==> src/rtl/xin_serializer_pkg.sv <==
// Shared definitions for the activation bit-plane serializer:
// FSM state encoding, default geometry and the bit-index width helper.
package xin_serializer_pkg;

    typedef enum logic {
        S_IDLE  = 1'b0,
        S_DRIVE = 1'b1
    } state_t;

    localparam int ROWS_DEF  = 64;
    localparam int XBITS_DEF = 4;

    // Width of the plane-weight index. Kept at least 1 bit wide.
    function automatic int bidx_w(input int xbits);
        return (xbits <= 2) ? 1 : $clog2(xbits);
    endfunction

endpackage

==> src/rtl/xin_plane_sel.sv <==
// Combinational plane extractor: picks bit 'sel' of every row, applies the
// row mask, and reports which bit positions carry at least one set bit.
module xin_plane_sel #(
    parameter int ROWS  = 64,
    parameter int XBITS = 4,
    parameter int BW    = 2
) (
    input  logic [ROWS*XBITS-1:0] data,
    input  logic [ROWS-1:0]       mask,
    input  logic [BW-1:0]         sel,
    output logic [ROWS-1:0]       plane,
    output logic [XBITS-1:0]      nz
);

    // Masked bit-plane at the selected weight.
    always_comb begin
        plane = '0;
        for (int r = 0; r < ROWS; r++) begin
            plane[r] = data[r*XBITS + int'(sel)] & mask[r];
        end
    end

    // Per-weight non-zero flags of the masked vector (independent of sel,
    // so the look-ahead in the parent does not form a loop).
    always_comb begin
        nz = '0;
        for (int b = 0; b < XBITS; b++) begin
            for (int r = 0; r < ROWS; r++) begin
                nz[b] = nz[b] | (data[r*XBITS + b] & mask[r]);
            end
        end
    end

endmodule

==> src/rtl/xin_serializer.sv <==
// Activation bit-plane serializer: captures a vector of XBITS-wide
// activations and drives it LSB-first, one masked bit-plane per accepted
// handshake, onto the read wordlines. Back-to-back vectors run without a
// bubble. Define XIN_SERIAL_SKIP_ZERO_EN to drop all-zero planes.
//
//  state   | meaning
//  --------+-----------------------------------------------
//  S_IDLE  | no vector held, in_ready=1
//  S_DRIVE | presenting a plane, advancing on plane_ready
module xin_serializer
    import xin_serializer_pkg::*;
#(
    parameter int  ROWS  = ROWS_DEF,
    parameter int  XBITS = XBITS_DEF,
    localparam int BW    = bidx_w(XBITS)
) (
    input  logic                  clk,
    input  logic                  rst,
    input  logic                  in_valid,
    output logic                  in_ready,
    input  logic [ROWS*XBITS-1:0] xin,
    input  logic [ROWS-1:0]       row_en,
    output logic [ROWS-1:0]       rwlb,
    output logic [BW-1:0]         bit_idx,
    output logic                  plane_valid,
    output logic                  plane_last,
    input  logic                  plane_ready,
    output logic                  busy
);

    state_t                 state;
    logic [ROWS*XBITS-1:0]  data_q;
    logic [ROWS-1:0]        mask_q;

    logic                   accept;
    logic                   load;
    logic                   adv;
    logic [ROWS*XBITS-1:0]  src_data;
    logic [ROWS-1:0]        src_mask;
    logic [ROWS-1:0]        sel_plane;
    logic [XBITS-1:0]       nz;
    logic [BW-1:0]          nxt_idx;
    logic                   nxt_last;
    int                     start_pos;

    assign accept   = plane_valid & plane_ready;
    assign in_ready = (state == S_IDLE) | (accept & plane_last);
    assign load     = in_valid & in_ready;
    assign adv      = accept & ~plane_last;
    assign busy     = (state == S_DRIVE);

    // On capture the first plane comes straight from the incoming vector.
    assign src_data = load ? xin    : data_q;
    assign src_mask = load ? row_en : mask_q;

    xin_plane_sel #(
        .ROWS  (ROWS),
        .XBITS (XBITS),
        .BW    (BW)
    ) u_plane_sel (
        .data  (src_data),
        .mask  (src_mask),
        .sel   (nxt_idx),
        .plane (sel_plane),
        .nz    (nz)
    );

`ifdef XIN_SERIAL_SKIP_ZERO_EN
    logic found;

    // Next plane is the lowest non-zero weight at or above the start point;
    // an all-zero vector still yields one plane at weight 0.
    always_comb begin
        start_pos = load ? 0 : int'(bit_idx) + 1;
        found     = 1'b0;
        nxt_idx   = '0;
        for (int i = 0; i < XBITS; i++) begin
            if (!found && i >= start_pos && nz[i]) begin
                nxt_idx = BW'(i);
                found   = 1'b1;
            end
        end
        nxt_last = 1'b1;
        for (int i = 0; i < XBITS; i++) begin
            if (found && i > int'(nxt_idx) && nz[i]) begin
                nxt_last = 1'b0;
            end
        end
    end
`else
    logic unused_nz;
    assign unused_nz = ^nz;

    // Every weight is emitted in order.
    always_comb begin
        start_pos = load ? 0 : int'(bit_idx) + 1;
        nxt_idx   = BW'(start_pos);
        nxt_last  = (start_pos == XBITS - 1);
    end
`endif

    // Control FSM with registered plane outputs.
    always_ff @(posedge clk or posedge rst) begin
        if (rst) begin
            state       <= S_IDLE;
            data_q      <= '0;
            mask_q      <= '0;
            rwlb        <= '0;
            bit_idx     <= '0;
            plane_valid <= 1'b0;
            plane_last  <= 1'b0;
        end else if (load) begin
            state       <= S_DRIVE;
            data_q      <= xin;
            mask_q      <= row_en;
            rwlb        <= sel_plane;
            bit_idx     <= nxt_idx;
            plane_valid <= 1'b1;
            plane_last  <= nxt_last;
        end else if (adv) begin
            rwlb        <= sel_plane;
            bit_idx     <= nxt_idx;
            plane_last  <= nxt_last;
        end else if (accept) begin
            state       <= S_IDLE;
            data_q      <= '0;
            mask_q      <= '0;
            rwlb        <= '0;
            bit_idx     <= '0;
            plane_valid <= 1'b0;
            plane_last  <= 1'b0;
        end
    end

endmodule

==> config.mk <==
export PLATFORM = sky130hd
export DESIGN_NAME = xin_serializer
export DESIGN_NICKNAME = d
export VERILOG_FILES = /design/src/rtl/xin_serializer_pkg.sv /design/src/rtl/xin_plane_sel.sv /design/src/rtl/xin_serializer.sv
export SDC_FILE = /design/constraint.sdc
export NUM_CORES = 1
export LEC_CHECK = 0
export ABC_AREA = 1
export CORE_MARGIN = 2
export CORE_UTILIZATION = 25
export CTS_BUF_LIST = sky130_fd_sc_hd__clkbuf_4 sky130_fd_sc_hd__clkbuf_8
export DETAILED_ROUTE_END_ITERATION = 6
export GPL_TIMING_DRIVEN = 0
export SLEW_MARGIN = 40
export SYNTH_ARGS = -nofsm -noshare
export SYNTH_HDL_FRONTEND = slang
export SYNTH_SLANG_ARGS = --single-unit
export TNS_END_PERCENT = 10
==> constraint.sdc <==
create_clock -name clk -period 28.8 [get_ports clk]
set_input_delay 7.2 -clock clk [delete_from_list [all_inputs] [get_ports clk]]
set_output_delay 7.2 -clock clk [all_outputs]
set_load 0.02 [all_outputs]
=== Word-level counts from Yosys, hierarchy flattened ===
Index checks and enable logic that the tools add are counted.

* Bits in registers: 388
* Bits of input ports: 324
* Output and inout port bits: 70

* Add/subtract/negate cells: 64
* Magnitude comparators: 64
* Equal/unequal tests: 2
* Muxes and demuxes: 210
* Bitwise gates (word level): 71
* Reductions and logical operators: 3

{| class="wikitable"
|+ Operators by type and width
! operator !! count
|-
| < comparator 32 x 10 -> 1 bit (second input constant) || 63
|-
| two-way mux 256 bit || 4
|-
| binary-select mux 1 bit (select 8 bit) || 63
|-
| two-way mux 64 bit || 6
|-
| adder 8 x 2 -> 9 bit (first input constant) || 32
|-
| two-way mux 1 bit || 132
|-
| adder 7 x 2 -> 8 bit (first input constant) || 16
|-
| AND 1 bit || 68
|-
| adder 6 x 2 -> 7 bit (first input constant) || 8
|-
| adder 5 x 2 -> 6 bit (first input constant) || 4
|-
| adder 4 x 2 -> 5 bit (first input constant) || 2
|-
| < comparator 2 x 9 -> 1 bit (second input constant) || 1
|-
| two-way mux 2 bit || 3
|-
| adder 3 x 2 -> 4 bit (first input constant) || 1
|-
| adder 2 x 1 -> 3 bit (second input constant) || 1
|-
| == test 3 x 2 -> 1 bit (second input constant) || 1
|-
| two-way mux 3 bit || 1
|-
| nonzero test 3 bit || 1
|-
| binary-select mux 1 bit (select 2 bit) || 1
|-
| inequality test 2 bit (second input constant) || 1
|-
| NOT 1 bit || 2
|-
| AND reduction 2 bit || 1
|-
| nonzero test 2 bit || 1
|-
| OR 1 bit || 1
|}

=== Logic depth before layout (Yosys ltp) ===
Gate-level depths: netlist of the first run.

* Depth in word-level cells: 12
* Depth in mapped cells: 9

=== By module ===
Synthesis of the first run repeated with hierarchy kept, for this count alone.

* Cell total of the unflattened synthesis: 3,296
* Area, all modules: 21,431.8 sq um

{| class="wikitable"
|+ By module, submodules not included
! module !! times used !! cells each !! area each (sq um) !! sequential area each (sq um)
|-
| xin_serializer || 1 || 2,329 || 17,241.5 || 9,709.3
|-
| xin_plane_sel || 1 || 967 || 4,190.3 || 0.0
|}

=== Least setup slack after synthesis of the first run ===
No wires, ideal clock.

* Kind: input-to-output
* Start point: input port plane_ready
* End point: output port in_ready
* Arrival time: 7,462 ps
* Slack: 14,138 ps
* Stages on the path: 2
* Path buffers: 0
* Cell sequence: nand2_1 > nand2_1

* Word-level cells in the longest chain between the ends: 3

{| class="wikitable"
|+ Ends and longest elaborated chain
! element !! line !! source
|-
| start, declared || xin_serializer.sv:27 || <nowiki>input logic plane_ready,</nowiki>
|-
| AND 1 bit || xin_serializer.sv:46 || <nowiki>assign accept = plane_valid & plane_ready;</nowiki>
|-
| AND 1 bit || xin_serializer.sv:47 || <nowiki>assign in_ready = (state == S_IDLE) | (accept & plane_last);</nowiki>
|-
| OR 1 bit || xin_serializer.sv:47 ||
|-
| end, declared || xin_serializer.sv:20 || <nowiki>output logic in_ready,</nowiki>
|}

No other way between the ends.

=== Final worst setup path of the first run ===
Ends and elaborated chain as after synthesis.

==> reports/summary.json, run 1 <==
{
  "placed_design": {
    "place.port_buffers": 393,
    "dpl.hpwl_microns": 49100,
    "detailed_place.area_sq_mm": 0.0241,
    "place.detailed.instances": 3961,
    "routabilityCongestion": 0.814
  },
  "floorplanning": {
    "die_area_sq_mm": 0.0772,
    "core_region_area_sq_mm": 0.0743,
    "floorplan.initialDensity_pct": 25.2,
    "die_h_microns": 278,
    "fp.dieW_microns": 278,
    "io-pin-count": 394,
    "placement_rows": 100
  },
  "global_routing": {
    "global_route_wire_length_before_repair_microns": 104000,
    "gr-usage-all-layers_pct": 17.7,
    "globalRouteOverflowTotal": 0,
    "grt_antenna_before_repair": 12,
    "grt_max_degree": 76,
    "first_global_vias": 17800
  },
  "setup_path": {
    "cp_data_required_time_ns": 21.60,
    "critical_path.endpoint_type": "primary output",
    "critical_path.startpoint_type": "primary input",
    "worst-setup-path-type": "in2out",
    "crit_fanout": 3,
    "cp_arrival_ns": 8.63
  },
  "sta": {
    "max_freq_ghz": 0.0632,
    "fin_tns_setup_ns": 0,
    "hold_viol": 0,
    "finalCritPeriodShare_pct": 55.0,
    "maxSlewHeadroom_pct": 47.1,
    "finalMaxSlewViolations": 0,
    "setup_viol": 0,
    "post_route_clock_skew_ns": 0.0391,
    "min_period_ns": 15.83,
    "grt_setup_unrepaired": "false",
    "tightest_slew_ns": 0.794
  },
  "clocking": {
    "clk-insertion-delay-late_ns": 0.66,
    "cts_num_sinks": 388,
    "clkSlewWorstSetupHoldPaths_ns": 0.06,
    "cts-buffers-inserted": 78,
    "max-clock-path-buffers": 3,
    "ctsHoldBuffers": 0,
    "htree_levels": 3,
    "ctsRootBufferMaster": "sky130_fd_sc_hd__clkbuf_8",
    "tritoncts": "done",
    "cts_resized": 0,
    "postCtsSetupRepairBufs": 0
  },
  "synth": {
    "post_synth_xor_xnor_area_pct": 0,
    "synth-edff-count": 0,
    "synth_warnings": 0,
    "synthDistinctLibCells": 16,
    "compound_gate_fraction_of_synth_area_pct": 0.140,
    "main_combinational_cell_family_by_area_after_synthesis": "simple AND/OR/NAND/NOR gates",
    "synth_cells": 2594,
    "synth.area.mux_share_pct": 0,
    "synth_simple_gate_area_share_pct": 37.0,
    "synth.top_cells.by_area": "sky130_fd_sc_hd__dfrtp_1, sky130_fd_sc_hd__nand2_1, sky130_fd_sc_hd__nand3_1",
    "synthAdderAreaFrac_pct": 0.0667,
    "synth_sequential_area_ratio_pct": 51.8,
    "synth_ff_type": "sky130_fd_sc_hd__dfrtp_1",
    "asyncSetResetFlopFracSynth_pct": 100,
    "yosys_register_bits": 388,
    "syn_area_sq_mm": 0.0188,
    "netlist_top_cells_count": "sky130_fd_sc_hd__nand2_1, sky130_fd_sc_hd__dfrtp_1, sky130_fd_sc_hd__nand3_1",
    "synthesized_nets": 2919,
    "post-synth-top-count-cell": "sky130_fd_sc_hd__nand2_1",
    "post-synth-top-area-fraction_pct": 51.8,
    "yosysTopAreaCell": "sky130_fd_sc_hd__dfrtp_1",
    "synth_area_per_cell_sq_um": 7.23
  },
  "layout": {
    "final_cells": 4106,
    "post_route_cells_drive_above_1_share_pct": 8.12,
    "postLayoutCoreUtil_pct": 34.7,
    "flow.area_growth_from_synthesis_pct": 37.7,
    "nNetsFinal": 3397,
    "final_area_sq_mm": 0.0258
  },
  "drt": {
    "routed-wl-met2_microns": 32300,
    "number_of_iterations_in_the_first_detailed_routing_pass": 5,
    "met3RoutedLength_microns": 3690,
    "detail_route.vias_per_cell": 4.30,
    "route.antenna.remaining_nets": 0,
    "top_layer_used": "met5",
    "vias": 17700,
    "routedLengthMet1_microns": 30200,
    "drt_iter0_drc": 1112,
    "detail_route.drc_violations": 0,
    "drt-wirelength-per-cell_microns": 16.7,
    "detail_route.wirelength_microns": 68600
  },
  "power_and_ir_drop": {
    "vdd.ir_drop.worst_mv": 0.0353,
    "power-per-cell-area_mw_per_mm2": 97.2,
    "power.total_w": 0.00251,
    "power.static_leakage_nw": 13.4
  },
  "min_path": {
    "worstHoldPathType": "reg2reg"
  },
  "status": {
    "outcome": "completed"
  },
  "run": {
    "maxCapViolCount": 0
  }
}
## cell type report
class | instances | area, sq um
Clock buffer | 118 | 1470
Clock inverter | 20 | 282
Buffer | 141 | 873
Sequential cell | 388 | 9710
Timing Repair Buffer | 398 | 4070
Multi-Input combinational cell | 1744 | 6970
Inverter | 321 | 1210
Fill cell | 8006 | 48500
Antenna cell | 7 | 17.5
Tap cell | 969 | 1210
## power by group
group	internal [W]	total [W]	leakage, nW	switching, W
combinational	0.000357	0.00101	7.23	0.000655
clock	0.000382	0.000643	0.911	0.000261
sequential	0.000747	0.000856	5.30	0.000109
total	0.00149	0.00251	13.4	0.00103
## final timing paths
path	depth (start not counted)	end	start	slack, ns
worst max-delay path	4	in_ready	plane_ready	12.97
worst min-delay path	2	data_q[246]	data_q[246]	0.47
worst max register to register	8	rwlb[33]	bit_idx[0]	26.25
worst min register to register	2	data_q[246]	data_q[246]	0.47
max in group asynchronous	4	data_q[138]	rst	20.59
min in group asynchronous	2	rwlb[15]	rst	7.03
## worst max-delay path: stages
cell	delay, ns
sky130_fd_sc_hd__clkdlybuf4s50_1	0.51
sky130_fd_sc_hd__nand2_1	0.10
sky130_fd_sc_hd__nand2_1	0.11
sky130_fd_sc_hd__clkdlybuf4s50_1	0.71
## registers in the layout, summed over array words and instances (netlist names)
register / cells
mask_q: 64
plane_last: 1
bit_idx: 2
rwlb: 64
busy: 1
data_q: 256
## through the flow
stage	setup WS, ns	hold WS (ns)
after global placement	5.06	0.453
after CTS	12.99	0.472
after detailed placement	12.99	0.458
after global routing	12.94	0.480
after floorplan	10.82	0.442
final	12.97	0.467
## metal layers
layer	vias up	track usage, %
met5	-	0
met2	513	29.4
li1	8733	-
met4	4	7.11
met3	142	3.28
met1	8271	22.7
## layout by cell type, fill, tap and decap left out, drive strengths merged
| cell type | n |
|---|---|
| diode | 7 |
| nand2 | 1350 |
| clkinvlp | 5 |
| clkdlybuf4s50 | 393 |
| nor2 | 65 |
| bufinv | 6 |
| o21bai | 1 |
| nand3 | 323 |
| o21ai | 2 |
| a21oi | 1 |
| buf | 118 |
| nor3 | 1 |
| clkinv | 7 |
| inv | 323 |
| ha | 1 |
| clkbuf | 146 |
| dfrtp | 388 |
## cell families (layout without fill, tap and decap cells)
family | Yosys count | count (layout)
compound gates | 4 | 4
flops | 388 | 388
simple gates | 1739 | 1739
fa+ha+maj | 1 | 1
buf+inv | 462 | 998
other cells | 0 | 7
(Power assumes the default switching activity.)
==> run 2: changes to the inputs <==
==> constraint.sdc (replaced) <==
create_clock -name clk -period 15.8 [get_ports clk]
set_input_delay 3.95 -clock clk [delete_from_list [all_inputs] [get_ports clk]]
set_output_delay 3.95 -clock clk [all_outputs]
set_load 0.02 [all_outputs]
==> results of run 2 <==
Same layout as run 1 (identical final DEF). Status: completed.
Among the figures that moved: setup slack after placement 12.99 ns -> 6.49 ns; setup slack after layout 12.97 ns -> 6.47 ns; register-to-register setup slack 26.25 ns -> 13.25 ns; total power 0.00251 W -> 0.00458 W; worst IR drop on VDD 0.0353 mV -> 0.0643 mV
